$ cat src/rtl/rr_dispatcher.sv
// rr_dispatcher
//   1:N round-robin dispatcher. A single valid/ready input stream is buffered
//   in a one-entry holding register and each held item is handed to the next
//   ready output port, scanning in rotating order starting just after the
//   last port served.
//
// Ports:
//   clk        clock
//   reset      synchronous, active-high reset
//   stall      freezes dispatch and the pointer; an empty buffer may still fill
//   in_valid   input item valid
//   in_ready   input accepted when in_valid && in_ready
//   in_data    input payload
//   out_valid  one-hot (or zero) dispatch strobe, one bit per port
//   out_ready  per-port ready
//   out_data   held payload, broadcast to every port
//   out_idx    binary index of the port being served, 0 when idle
//   busy       holding register occupied
module rr_dispatcher #(
    parameter int PORT = 4,
    parameter int DATA = 32,
    localparam int IDX = $clog2(PORT)
) (
    input  logic            clk,
    input  logic            reset,
    input  logic            stall,
    input  logic            in_valid,
    output logic            in_ready,
    input  logic [DATA-1:0] in_data,
    output logic [PORT-1:0] out_valid,
    input  logic [PORT-1:0] out_ready,
    output logic [DATA-1:0] out_data,
    output logic [IDX-1:0]  out_idx,
    output logic            busy
);

    logic            r_valid;
    logic [DATA-1:0] r_data;
    logic [IDX-1:0]  r_next;

    logic [IDX-1:0]  sel;
    logic            cand_exist;
    logic            fire;
    logic [IDX-1:0]  sel_inc;

    // Rotating priority scan. The candidate index wraps modulo PORT, so for a
    // non-power-of-2 PORT the unused codes PORT..2^IDX-1 are never produced.
    always_comb begin
        int unsigned p;
        logic        found;
        sel   = '0;
        found = 1'b0;
        p     = 0;
        for (int unsigned k = 0; k < PORT; k++) begin
            p = int'(r_next) + k;
            if (p >= PORT) p = p - PORT;
            if (!found && out_ready[p[IDX-1:0]]) begin
                found = 1'b1;
                sel   = p[IDX-1:0];
            end
        end
    end

    assign cand_exist = |out_ready;
    assign fire       = r_valid && !stall && cand_exist;
    assign sel_inc    = (sel == IDX'(PORT - 1)) ? '0 : sel + IDX'(1);

    assign out_valid = fire ? (PORT'(1) << sel) : '0;
    assign out_idx   = fire ? sel : '0;
    assign out_data  = r_data;
    assign in_ready  = !r_valid || fire;
    assign busy      = r_valid;

    // Accept takes precedence over the fire-clear so that a simultaneous
    // dispatch and accept reloads the buffer (pass-through at full rate).
    always_ff @(posedge clk) begin
        if (reset) begin
            r_valid <= 1'b0;
            r_data  <= '0;
            r_next  <= '0;
        end else begin
            if (in_valid && in_ready) begin
                r_valid <= 1'b1;
                r_data  <= in_data;
            end else if (fire) begin
                r_valid <= 1'b0;
            end
            if (fire) begin
                r_next <= sel_inc;
            end
        end
    end

endmodule

$ cat config.mk
export PLATFORM = sky130hd
export DESIGN_NAME = rr_dispatcher
export DESIGN_NICKNAME = d
export VERILOG_FILES = /design/src/rtl/rr_dispatcher.sv
export SDC_FILE = /design/constraint.sdc
export NUM_CORES = 1
export LEC_CHECK = 0
export CAP_MARGIN = 20
export CORE_MARGIN = 4
export CORE_UTILIZATION = 40
export DETAILED_ROUTE_END_ITERATION = 10
export PLACE_DENSITY = 0.93
export SLEW_MARGIN = 20
export SYNTH_ARGS = -nofsm -noshare
export SYNTH_HDL_FRONTEND = slang
export SYNTH_SLANG_ARGS = --single-unit
$ cat constraint.sdc
create_clock -name clk -period 3.15 [get_ports clk]
set_input_delay 0.63 -clock clk [delete_from_list [all_inputs] [get_ports clk]]
set_output_delay 0.63 -clock clk [all_outputs]
set_load 0.01 [all_outputs]
Word-level counts from Yosys, hierarchy flattened
Index checks and enable logic that the tools add are counted.
{"block": "totals", "register_bits": 35, "in_bits": 40, "output_inout_bits": 40, "wordCells": 59}
{"block": "op_classes", "addsub": 8, "n_lt_le_gt_ge": 8, "eq_ne": 1, "n_shift": 1, "muxes": 24, "n_reduce_logical": 14}
{"cell": "two-way mux 2 bit", "n": 10}
{"cell": "less-than comparator 2 x 3 -> 1 bit (second input constant)", "n": 4}
{"cell": "greater-or-equal comparator 3 bit (second input constant)", "n": 3}
{"cell": "two-way mux 1 bit", "n": 9}
{"cell": "binary-select mux 1 bit (select 2 bit)", "n": 4}
{"cell": "subtractor 2 x 1 -> 2 bit (second input constant)", "n": 4}
{"cell": "adder 2 x 2 -> 3 bit (second input constant)", "n": 2}
{"cell": "logical AND 1 bit", "n": 6}
{"cell": "zero test 1 bit", "n": 5}
{"cell": "two-way mux 4 bit", "n": 1}
{"cell": "OR reduction 4 bit", "n": 1}
{"cell": "left shift 1 x 2 -> 4 bit (first input constant)", "n": 1}
{"cell": "adder 2 x 1 -> 3 bit (second input constant)", "n": 1}
{"cell": "greater-or-equal comparator 2 x 3 -> 1 bit (second input constant)", "n": 1}
{"cell": "adder 2 x 1 -> 2 bit (second input constant)", "n": 1}
{"cell": "== test 2 bit (second input constant)", "n": 1}
{"cell": "nonzero test 2 bit", "n": 1}
{"cell": "logical OR 1 bit", "n": 1}

Logic depth before layout (Yosys ltp)
{"block": "depth", "ltp_word": 16, "depth_mapped": 7, "ltp_nobuf": 7}

Least setup slack after synthesis
No wires, ideal clock.
{"block": "synth_timing", "path_kind": "input -> output", "startpoint": "in out_ready[3]", "endpoint": "out out_valid[0]", "arrival_time_ns": 1.476, "required_ns": 2.520, "slack_ns": 1.044, "stages": 3, "path_buffers": 0, "cell_sequence": "nor4_4 or3b_2 nor3b_1"}
{"block": "synth_via", "elab_chain_cells": 14, "elab_cells_between_ends": 25, "classes_between": "shift: 1; mux: 16; reduce/logical: 8"}
{"item": "start: declaration", "line_no": "31", "text": "input logic [PORT-1:0] out_ready,"}
{"item": "binary-select mux 1 bit (select 2 bit)", "line_no": "57", "text": "if (!found && out_ready[p[IDX-1:0]]) begin"}
{"item": "two-way mux 1 bit (implied by the code)", "line_no": "57"}
{"item": "two-way mux 1 bit", "line_no": "57"}
{"item": "zero test 1 bit", "line_no": "57"}
{"item": "logical AND 1 bit", "line_no": "57"}
{"item": "two-way mux 1 bit", "line_no": "57"}
{"item": "zero test 1 bit", "line_no": "57"}
{"item": "logical AND 1 bit", "line_no": "57"}
{"item": "two-way mux 1 bit", "line_no": "57"}
{"item": "zero test 1 bit", "line_no": "57"}
{"item": "logical AND 1 bit", "line_no": "57"}
{"item": "two-way mux 2 bit", "line_no": "57"}
{"item": "left shift 1 x 2 -> 4 bit", "line_no": "68", "text": "assign out_valid = fire ? (PORT'(1) << sel) : '0;"}
{"item": "two-way mux 4 bit (*)", "line_no": "68"}
{"item": "end: declaration", "line_no": "30", "text": "output logic [PORT-1:0] out_valid,"}
Every way passes the cells marked *; elsewhere a longest branch is shown, timed or not. The select of a mux whose other input is x is not followed.

Worst setup path in the final report
{"block": "layout_timing", "startpoint": "in stall", "endpoint": "out out_valid[0]"}
{"block": "layout_via", "elab_chain_cells": 4}
{"item": "start: declaration", "line_no": "26", "text": "input logic stall,"}
{"item": "zero test 1 bit", "line_no": "65", "text": "assign fire = r_valid && !stall && cand_exist;"}
{"item": "logical AND 1 bit (2 in series)", "line_no": "65"}
{"item": "two-way mux 4 bit", "line_no": "68"}
No other way between the ends.

==> run_results.csv <==
group,metric,value,unit
die,io_pins,80,
critical_path,cpMostUsedCell,"clkdlybuf4s50_1",
critical_path,required,2.52,ns
critical_path,startpoint_type,"input port",
finish,fin_nets,297,
synth,syn_nets,216,
synth,synth_area_per_cell,7.993,µm²
clock_network,postCtsHoldBufs,0,
synth,yosysWarnings,0,
power_and_ir_drop,power_frac_seq,48.2,%
critical_path,critPathMaxFanout,4,
sta,slew_headroom,53.11,%
detailed_routing,ant_nets,0,
clock_network,root_buffer,"clkbuf_4",
critical_path,r2r_end,"out_data[14]",
synth,async_reset_ff_share,0,%
synth,synth-main-ff-cell,"dfxtp_1",
power_and_ir_drop,power.density,439.1,nW/µm²
sta,fin_skew,0.001716,ns
die,rows,21,
critical_path,worstPathArrival,2.39,ns
sta,min_period_over_period,95.93,%
sta,fmax,0.3309,GHz
finish,most-common-layout-cells,"clkdlybuf4s50_1 (75), nand2_1 (66), a21oi_1 (36)",
status,outcome,"finished clean",
power_and_ir_drop,vdd_drop_max,0.3220,mV
placed_design,port_buffers,79,
sta,max_slew.worst_pin.slew,0.7033,ns
hold_path,hold_start,"out_data[9]",
global_route,grt_max_degree,33,
placed_design,place_area,2215,µm²
sta,hold_violations,0,
power_and_ir_drop,leakagePower,0.0009046,µW
critical_path,critPathKind,"input port to output pin",
critical_path,path_cells,"clkdlybuf4s50_1 -> or3b_2 -> nor3b_1 -> clkdlybuf4s50_1",
detailed_routing,via_per_inst,4.685,
finish,antenna_cells,0,
detailed_routing,drcViolationCount,0,
clock_network,cts_inserted_buffers,5,
power_and_ir_drop,switching_share,24.64,%
clock_network,cts_max_level,2,
clock_network,cts_tree,"done",
synth,netlist_instances,175,
sta,setup_violations,0,
hold_path,hold_end,"out_data[9]",
detailed_routing,drtIter0Drc,75,
finish,area_growth,64.85,%
sta,setup_tns,0,ns
synth,synth_area,1399,µm²
critical_path,max_stage_delay,0.56,ns
finish,mostFrequentLayoutCell,"clkdlybuf4s50_1",
sta,finalMaxSlewViolations,0,
clock_network,clkTransAtPathRegs,0.09,ns
critical_path,reg2regPathDepth,4,
sta,period_needed,3.022,ns
power_and_ir_drop,power.switching,249.4,µW
power_and_ir_drop,clkPwrFrac,29.7,%
global_route,grt_overflow,0,
synth,ys_ff_latch,35,
die,core,3363,µm²
global_route,grt_usage,18.33,%
critical_path,r2r-start,"busy",
synth,synth_edf_count,0,
clock_network,worstSkewPairLatency,0.32,ns
clock_network,clockBufferDepth,2,
detailed_routing,firstDrtPassIters,4,
flow_run,maxCapViolations,0,
synth,yosysUniqueCellTypes,25,
critical_path,worst_path_max_delay_cell,"clkdlybuf4s50_1",
synth,ys_seq_area_share,50.09,%
placed_design,hpwl,2757,µm
hold_path,hold_class,"register to register",
global_route,antenna_found_initial,0,
critical_path,end_kind,"output pin",
placed_design,place_congestion,0.7165,
critical_path,cp_top_family,"buffers and inverters",
clock_network,clock_sinks,35,
die,die_area,4507,µm²
critical_path,timing.critical_path.buf_inv,2,
die,die_y,67.14,µm
global_route,grt_first_pass_wirelength,6203,µm
power_and_ir_drop,intPower,763.0,µW
detailed_routing,wl,3705,µm
finish,design_area,2306,µm²
finish,fill_cells,305,
detailed_routing,num_vias,1415,
global_route,first_global_vias,1444,
hold_path,holdPathStages,2,
finish,drive_gt1_share,7.422,%
die,die_w,67.14,µm
detailed_routing,wl_per_cell,12.27,µm
critical_path,r2r_slack,1.55,ns
die,start_util,41.59,%
power_and_ir_drop,combinationalPowerShare,22.1,%
sta,grt_setup_unrepaired,"no",
[worst max-delay path by stage]
stage,from,end,depth (start not counted)
2_1_floorplan,out_ready[3],out_valid[0],3
6_report,stall,out_valid[0],4
5_1_grt,out_ready[1],out_valid[3],7
4_1_cts,out_ready[2],out_valid[3],7
3_3_place_gp,out_ready[1],out_valid[3],7
3_5_place_dp,out_ready[0],out_valid[3],8
[Yosys cell counts, types with 2 or more instances]
library cell / instances / share of area [%]
buf_2: 2 / 0.72
clkbuf_1: 4 / 1.1
buf_6: 3 / 2.4
inv_1: 4 / 1.1
nor2_1: 3 / 0.80
a21oi_1: 36 / 13
nand2b_1: 3 / 1.3
o22ai_1: 2 / 0.89
nand2_1: 66 / 18
and2_1: 2 / 0.89
dfxtp_1: 35 / 50
nor3b_1: 2 / 1.1
[repair_timing]
item,in CTS,in global routing
endpoints found under the setup margin,5,4
resized for setup,5,2
buffers inserted,0,1
pin swaps,1,2
[metrics by stage]
stage | utilization, % | power, µW | setup WS (ns) | hold WS, ns | cells
2_1_floorplan | - | 595.1 | 1.044 | 0.4761 | 175
3_3_place_gp | 65.85 | 717.2 | -0.04191 | 0.4365 | 294
3_5_place_dp | 65.85 | 722.2 | -0.1170 | 0.4435 | 294
4_1_cts | 68.19 | 1026 | -0.001272 | 0.4568 | 301
5_1_grt | 68.56 | 1077 | 0.07122 | 0.4801 | 302
6_report | 68.56 | 1012 | 0.1284 | 0.4515 | 302
[area by class of cell]
type                            instances  area, µm²  share of cell area [%]
Timing Repair Buffer                   84      827.0                   35.87
Sequential cell                        35      700.7                   30.39
Multi-Input combinational cell        126      634.4                   27.51
Tap cell                               46      57.56                   2.496
Clock buffer                            6      41.29                   1.791
Clock inverter                          1      30.03                   1.302
Inverter                                4      15.01                  0.6511
[cells by family (layout without fill, tap and decap cells)]
| group | Yosys count | in the layout | share of synthesized area, % |
|---|---|---|---|
| fa+ha+maj | 1 | 1 | 0.8943 |
| flops | 35 | 35 | 50.09 |
| buf+inv | 14 | 95 | 5.545 |
| compound gates | 44 | 44 | 18.25 |
| simple gates | 81 | 81 | 25.22 |
[tightest hold or removal path: stages (launching register included)]
cell and delay (ns):
dfxtp_1 0.32, nand2_1 0.05, a21oi_1 0.05
[metal layers]
layer	share of wire, %	vias up	track usage [%]
li1	-	732	-
met2	51	46	32.88
met1	39	633	18.29
met4	0.84	0	8.354
met5	0	-	0
met3	9.5	4	7.654
[registers in the layout, indices dropped and copies added, names as in the netlist]
signal / flops
out_data: 32
r_next: 2
busy: 1
[power by group through the flow]
| stage | registers [µW] | logic, µW | clock network (µW) |
|---|---|---|---|
| 6_report | 488 | 224 | 301 |
| 5_1_grt | 492 | 248 | 337 |
| 4_1_cts | 488 | 224 | 313 |
| 3_5_place_dp | 499 | 224 | 0 |
| 3_3_place_gp | 497 | 220 | 0 |
| 2_1_floorplan | 511 | 83.8 | 0 |
Note: power is estimated with default switching activity, not from simulation.
